==> config.mk <==
export PLATFORM = sky130hd
export DESIGN_NAME = seg7_scan
export DESIGN_NICKNAME = d
export VERILOG_FILES = /design/src/rtl/seg7_scan.sv
export SDC_FILE = /design/constraint.sdc
export NUM_CORES = 1
export LEC_CHECK = 0
export CAP_MARGIN = 0
export CORE_ASPECT_RATIO = 0.75
export CORE_MARGIN = 1
export CORE_UTILIZATION = 31
export DETAILED_ROUTE_END_ITERATION = 16
export PLACE_DENSITY = 0.48
export SLEW_MARGIN = 10
export SYNTH_ARGS = -nofsm -noshare
export SYNTH_HDL_FRONTEND = slang
export SYNTH_SLANG_ARGS = --single-unit
==> constraint.sdc <==
create_clock -name clk -period 2.4 [get_ports clk]
set_input_delay 0.36 -clock clk [delete_from_list [all_inputs] [get_ports clk]]
set_output_delay 0.36 -clock clk [all_outputs]
set_load 0.03 [all_outputs]
==> src/rtl/seg7_scan.sv <==
// Eight-digit multiplexed seven-segment driver: latches a 32-bit value and scans its
// hex nibbles onto active-low anode/segment lines with a blanking gap per digit slot.
module seg7_scan #(
    parameter int SCAN_DIV  = 100000,
    parameter int BLANK_CYC = 2
) (
    input  logic        clk,
    input  logic        rst,
    input  logic        wr_en,
    input  logic [31:0] wr_data,
    input  logic        blank_lz,
    output logic [7:0]  seg_out,
    output logic [7:0]  an_out
);

    localparam int                CNT_W    = $clog2(SCAN_DIV);
    localparam logic [CNT_W-1:0]  CNT_LAST = CNT_W'(SCAN_DIV - 1);
    localparam logic [31:0]       BLANK_U  = 32'(BLANK_CYC);

    typedef enum logic {
        ST_BLANK,
        ST_DRIVE
    } state_t;

    logic [31:0]      disp_q, disp_d;
    logic [CNT_W-1:0] cnt_q, cnt_d;
    logic [2:0]       idx_q, idx_d;
    state_t           state_q, state_d;
    logic [7:0]       seg_q, seg_d;
    logic [7:0]       an_q, an_d;

    logic [4:0]       nib_lsb;
    logic [3:0]       nibble;
    logic             lz_hide;

    // The FSM state mirrors the slot position, so it is derived from the counter value
    // it will hold after this edge.
    function automatic state_t slot_state(input logic [CNT_W-1:0] c);
        return (32'(c) < BLANK_U) ? ST_BLANK : ST_DRIVE;
    endfunction

    function automatic logic [7:0] hex_decode(input logic [3:0] h);
        logic [7:0] s;
        case (h)
            4'h0: s = 8'hC0;
            4'h1: s = 8'hF9;
            4'h2: s = 8'hA4;
            4'h3: s = 8'hB0;
            4'h4: s = 8'h99;
            4'h5: s = 8'h92;
            4'h6: s = 8'h82;
            4'h7: s = 8'hF8;
            4'h8: s = 8'h80;
            4'h9: s = 8'h90;
            4'hA: s = 8'h88;
            4'hB: s = 8'h83;
            4'hC: s = 8'hC6;
            4'hD: s = 8'hA1;
            4'hE: s = 8'h86;
            default: s = 8'h8E;
        endcase
        return s;
    endfunction

    always_comb begin
        disp_d  = wr_en ? wr_data : disp_q;
        cnt_d   = cnt_q + 1'b1;
        idx_d   = idx_q;
        if (cnt_q == CNT_LAST) begin
            cnt_d = '0;
            idx_d = idx_q + 3'd1;
        end
        state_d = slot_state(cnt_d);
    end

    // Digit idx is hidden under leading-zero suppression when every nibble from idx up is zero.
    always_comb begin
        nib_lsb = {idx_q, 2'b00};
        nibble  = disp_q[nib_lsb +: 4];
        lz_hide = blank_lz && (idx_q != 3'd0) && ((disp_q >> nib_lsb) == 32'd0);
        an_d    = 8'hFF;
        seg_d   = 8'hFF;
        if (state_q == ST_DRIVE && !lz_hide) begin
            an_d  = ~(8'd1 << idx_q);
            seg_d = hex_decode(nibble);
        end
    end

    always_ff @(posedge clk) begin
        if (rst) begin
            disp_q  <= '0;
            cnt_q   <= '0;
            idx_q   <= '0;
            state_q <= slot_state('0);
            seg_q   <= 8'hFF;
            an_q    <= 8'hFF;
        end else begin
            disp_q  <= disp_d;
            cnt_q   <= cnt_d;
            idx_q   <= idx_d;
            state_q <= state_d;
            seg_q   <= seg_d;
            an_q    <= an_d;
        end
    end

    assign seg_out = seg_q;
    assign an_out  = an_q;

endmodule

==> summary.md <==
Setup path
* worst endpoint data arrival time: 2.55 ns
* critical path class: reg -> reg
* Critical Path Source Type: flop
* worst path required time: 2.65 ns
* Setup crit end kind: flop
* CP max FO: 8

Yosys
* count of different cell masters after synthesis: 58
* Post-synth ARST share: 0%
* Primary FF master, synth: sky130_fd_sc_hd__dfxtp_1
* sequential cell area fraction in the yosys report: 38.7%
* number of flops mapped to enable cells by yosys: 0
* mean instance size in the synthesized netlist: 9.50 um^2
* post-synthesis register bit count: 68
* total standard cell area after synthesis: 0.00351 mm^2
* number of nets in the synthesized netlist: 418
* number of instances in the synthesized netlist: 370
* warning count from the yosys run: 0

Pwr
* worst voltage drop across the vdd grid: 0.000377 V
* power per cell area: 663 mW/mm^2
* total leakage power: 1.89 nW

Outcome
* failing checks: design-rule violations
* result of the run: finished, violations left

CTS
* Sinks on Clock Net: 68
* maximum level of the CTS H-tree: 3
* buffer count from post-CTS setup fixing: 0
* total clock buffers created by CTS: 9
* worst skew pair latency: 0.33 ns
* Bufs on Longest Clock Path: 2
* clock tree from TritonCTS: built
* hold bufs inserted after CTS: 0
* clock-pin slew reported for the worst setup and hold paths after clock tree synthesis: 0.06 ns
* clock tree root buffer cell: sky130_fd_sc_hd__clkbuf_16

Floorplanning
* die width: 125 um
* Std-Cell Core Area: 0.0110 mm^2
* Die Y: 94.2 um
* standard-cell row count: 33
* area enclosed by the die boundary: 0.0118 mm^2
* Starting Density: 32.0%
* total I/O pin count: 52

STA
* number of hold violations in the final report: 0
* RSZ-0062 raised after global routing: no
* Final Skew: 0.00785 ns
* Period minus WS final: 2.30 ns
* ratio of final minimum period to clock period: 96.0%
* actual transition at the worst max-transition pin: 0.651 ns
* tightest slew margin relative to the limit: 56.2%
* fin. max-slew vios: 0
* fmax: 434 MHz
* Setup violations, final: 0

Place
* Post-DP HPWL: 6.31 mm
* count of input and output buffers: 50
* final weighted congestion of routability-driven global placement: 0.833
* Cell Area, Placed: 0.00433 mm^2

Routing
* post-route DRC violation count: 6
* Antenna Nets Post-Route: 0
* post-DR vias/cell: 4.98
* WL final: 8.58 mm
* count of vias placed by the detailed router: 2911
* wire length per cell after detailed routing: 14.7 um
* top routing layer in use: met4
* metal2 WL: 3.33 mm
* met1 wire length: 4.66 mm
* DRC marker count from the first detailed-route iteration: 179
* met3 wirelength from detailed routing: 463 um
* detailed-router iteration count before antenna repair: 10

Finish
* Final Cell Area: 0.00471 mm^2
* Inserted Diodes: 0
* final core area utilization: 42.9%
* filler cell count: 1090
* growth of design area from synthesis to finish: 34.0%
* fraction of layout cells with a size suffix above 1: 18.7%
* # nets final: 488

Global routing
* Total Routing Usage GR: 15.4%
* number of antenna violations at the first check in global routing: 0
* number of global-route vias before repair: 2635
* wire length of the first global-routing pass: 13.9 mm
* largest net degree at the start of global routing: 39
* GRT overflow: 0

Worst hold path
* worst hold-check path type: reg -> reg

Job
* number of maximum-capacitance violations: 0

power breakdown:
part | leakage [nW] | switching [W] | internal [W]
logic | 1.17 | 0.000205 | 0.000218
registers | 0.558 | 0.0000441 | 0.00119
clock network | 0.162 | 0.000476 | 0.000994
total | 1.89 | 0.000725 | 0.00240
cell usage after synthesis, types with 3 or more instances:
cell	number	share of area, %
sky130_fd_sc_hd__inv_2	3	0.32
sky130_fd_sc_hd__a22oi_1	3	0.64
sky130_fd_sc_hd__ha_1	12	4.3
sky130_fd_sc_hd__mux2i_1	38	11
sky130_fd_sc_hd__nand2_1	9	0.96
sky130_fd_sc_hd__mux2_2	4	1.3
sky130_fd_sc_hd__xor2_1	8	2.0
sky130_fd_sc_hd__a21oi_1	4	0.57
sky130_fd_sc_hd__a211oi_1	3	0.64
sky130_fd_sc_hd__nor2_1	64	6.8
sky130_fd_sc_hd__buf_2	8	1.1
sky130_fd_sc_hd__inv_1	6	0.64
sky130_fd_sc_hd__a221oi_1	3	0.75
sky130_fd_sc_hd__nor3_1	10	1.4
sky130_fd_sc_hd__or3_1	3	0.53
sky130_fd_sc_hd__xnor2_1	10	2.5
sky130_fd_sc_hd__o21ai_0	5	0.71
sky130_fd_sc_hd__nand4_1	5	0.89
sky130_fd_sc_hd__o31ai_1	3	0.64
sky130_fd_sc_hd__mux4_2	6	3.8
sky130_fd_sc_hd__nor4_1	11	2.0
sky130_fd_sc_hd__nand3_1	15	2.1
sky130_fd_sc_hd__dfxtp_1	68	39
sky130_fd_sc_hd__o211ai_1	5	1.1
sky130_fd_sc_hd__buf_1	4	0.43
sky130_fd_sc_hd__clkbuf_1	14	1.5
sky130_fd_sc_hd__o21ai_1	6	0.85
cell families (layout without fill, tap and decap cells):
kind of cell | after synthesis | in the layout | synth area share, %
DFF | 68 | 68 | 38.7
adders and majority gates | 12 | 12 | 4.27
and+or+nand+nor | 135 | 135 | 19.0
muxes | 52 | 52 | 18.5
AOI/OAI and AO/OA | 46 | 47 | 10.0
other | 1 | 1 | 0.107
xor gates and xnor gates | 18 | 18 | 4.49
buffers and inverters | 38 | 112 | 4.88
per-layer routing:
layer,GRT usage [%],vias up
li1,-,1474
met1,22.2,1346
met4,6.10,0
met5,0,-
met3,4.44,9
met2,21.1,82
worst max-delay path, cell delays in order (launching register included):
cell and delay [ns]:
sky130_fd_sc_hd__dfxtp_4 0.40, sky130_fd_sc_hd__buf_4 0.18, sky130_fd_sc_hd__mux4_1 0.60, sky130_fd_sc_hd__mux2i_4 0.27, sky130_fd_sc_hd__nor2b_4 0.27, sky130_fd_sc_hd__a41oi_4 0.23
sky130_fd_sc_hd__o221ai_1 0.26
layout make-up:
| type | count | area (um^2) | area share [%] |
|---|---|---|---|
| inverters | 9 | 33.8 | 0.717 |
| multi-input cells | 265 | 2020 | 43.0 |
| repair buffers | 87 | 773 | 16.4 |
| well taps | 140 | 175 | 3.72 |
| clock buffers | 13 | 270 | 5.74 |
| flip-flops and latches | 68 | 1370 | 29.0 |
| clock inverters | 3 | 67.6 | 1.43 |
final timing paths:
check / start / to / slack (ns) / cells past startpoint
setup reg to reg: idx_q[0] / seg_out[3] / 0.1 / 6
hold reg to reg: disp_q[3] / disp_q[3] / 0.50 / 2
setup / recovery: idx_q[0] / seg_out[3] / 0.1 / 6
hold / removal: disp_q[3] / disp_q[3] / 0.50 / 2
through the flow:
step | power (W) | hold slack, ns | std cells | TNS (ns) | setup slack (ns)
global placement | 0.00167 | 0.488 | 568 | -0.0694 | -0.0274
CTS | 0.00316 | 0.503 | 584 | 0 | 0.00485
finish | 0.00312 | 0.499 | 585 | 0 | 0.0972
floorplan | 0.00149 | 0.450 | 370 | 0 | 0.0602
global route | 0.00326 | 0.528 | 585 | 0 | 0.00694
detailed placement | 0.00167 | 0.489 | 568 | -0.501 | -0.0987
state kept, by name, summed over array words and instances, names as in the netlist:
name	cells
an_out	8
cnt_q	17
disp_q	32
idx_q	3
seg_out	7
state_q	1
cells in the final DEF (no fill, tap or decap), types with 9 or more instances in the layout:
master and n:
sky130_fd_sc_hd__dfxtp_1 67, sky130_fd_sc_hd__nor3_1 10, sky130_fd_sc_hd__ha_1 12, sky130_fd_sc_hd__nor2_1 64, sky130_fd_sc_hd__nand3_1 15, sky130_fd_sc_hd__clkdlybuf4s50_1 49
sky130_fd_sc_hd__nor4_1 10, sky130_fd_sc_hd__xnor2_1 10, sky130_fd_sc_hd__mux2i_1 36, sky130_fd_sc_hd__buf_4 37, sky130_fd_sc_hd__nand2_1 9, sky130_fd_sc_hd__clkbuf_16 9
what timing repair did:
item | 4_1_cts | 5_1_grt
pin swaps | 0 | 1
gates resized for setup | 1 | 6
gates cloned | 0 | 1
setup endpoints to repair | 12 | 13
(Power assumes the default switching activity.)
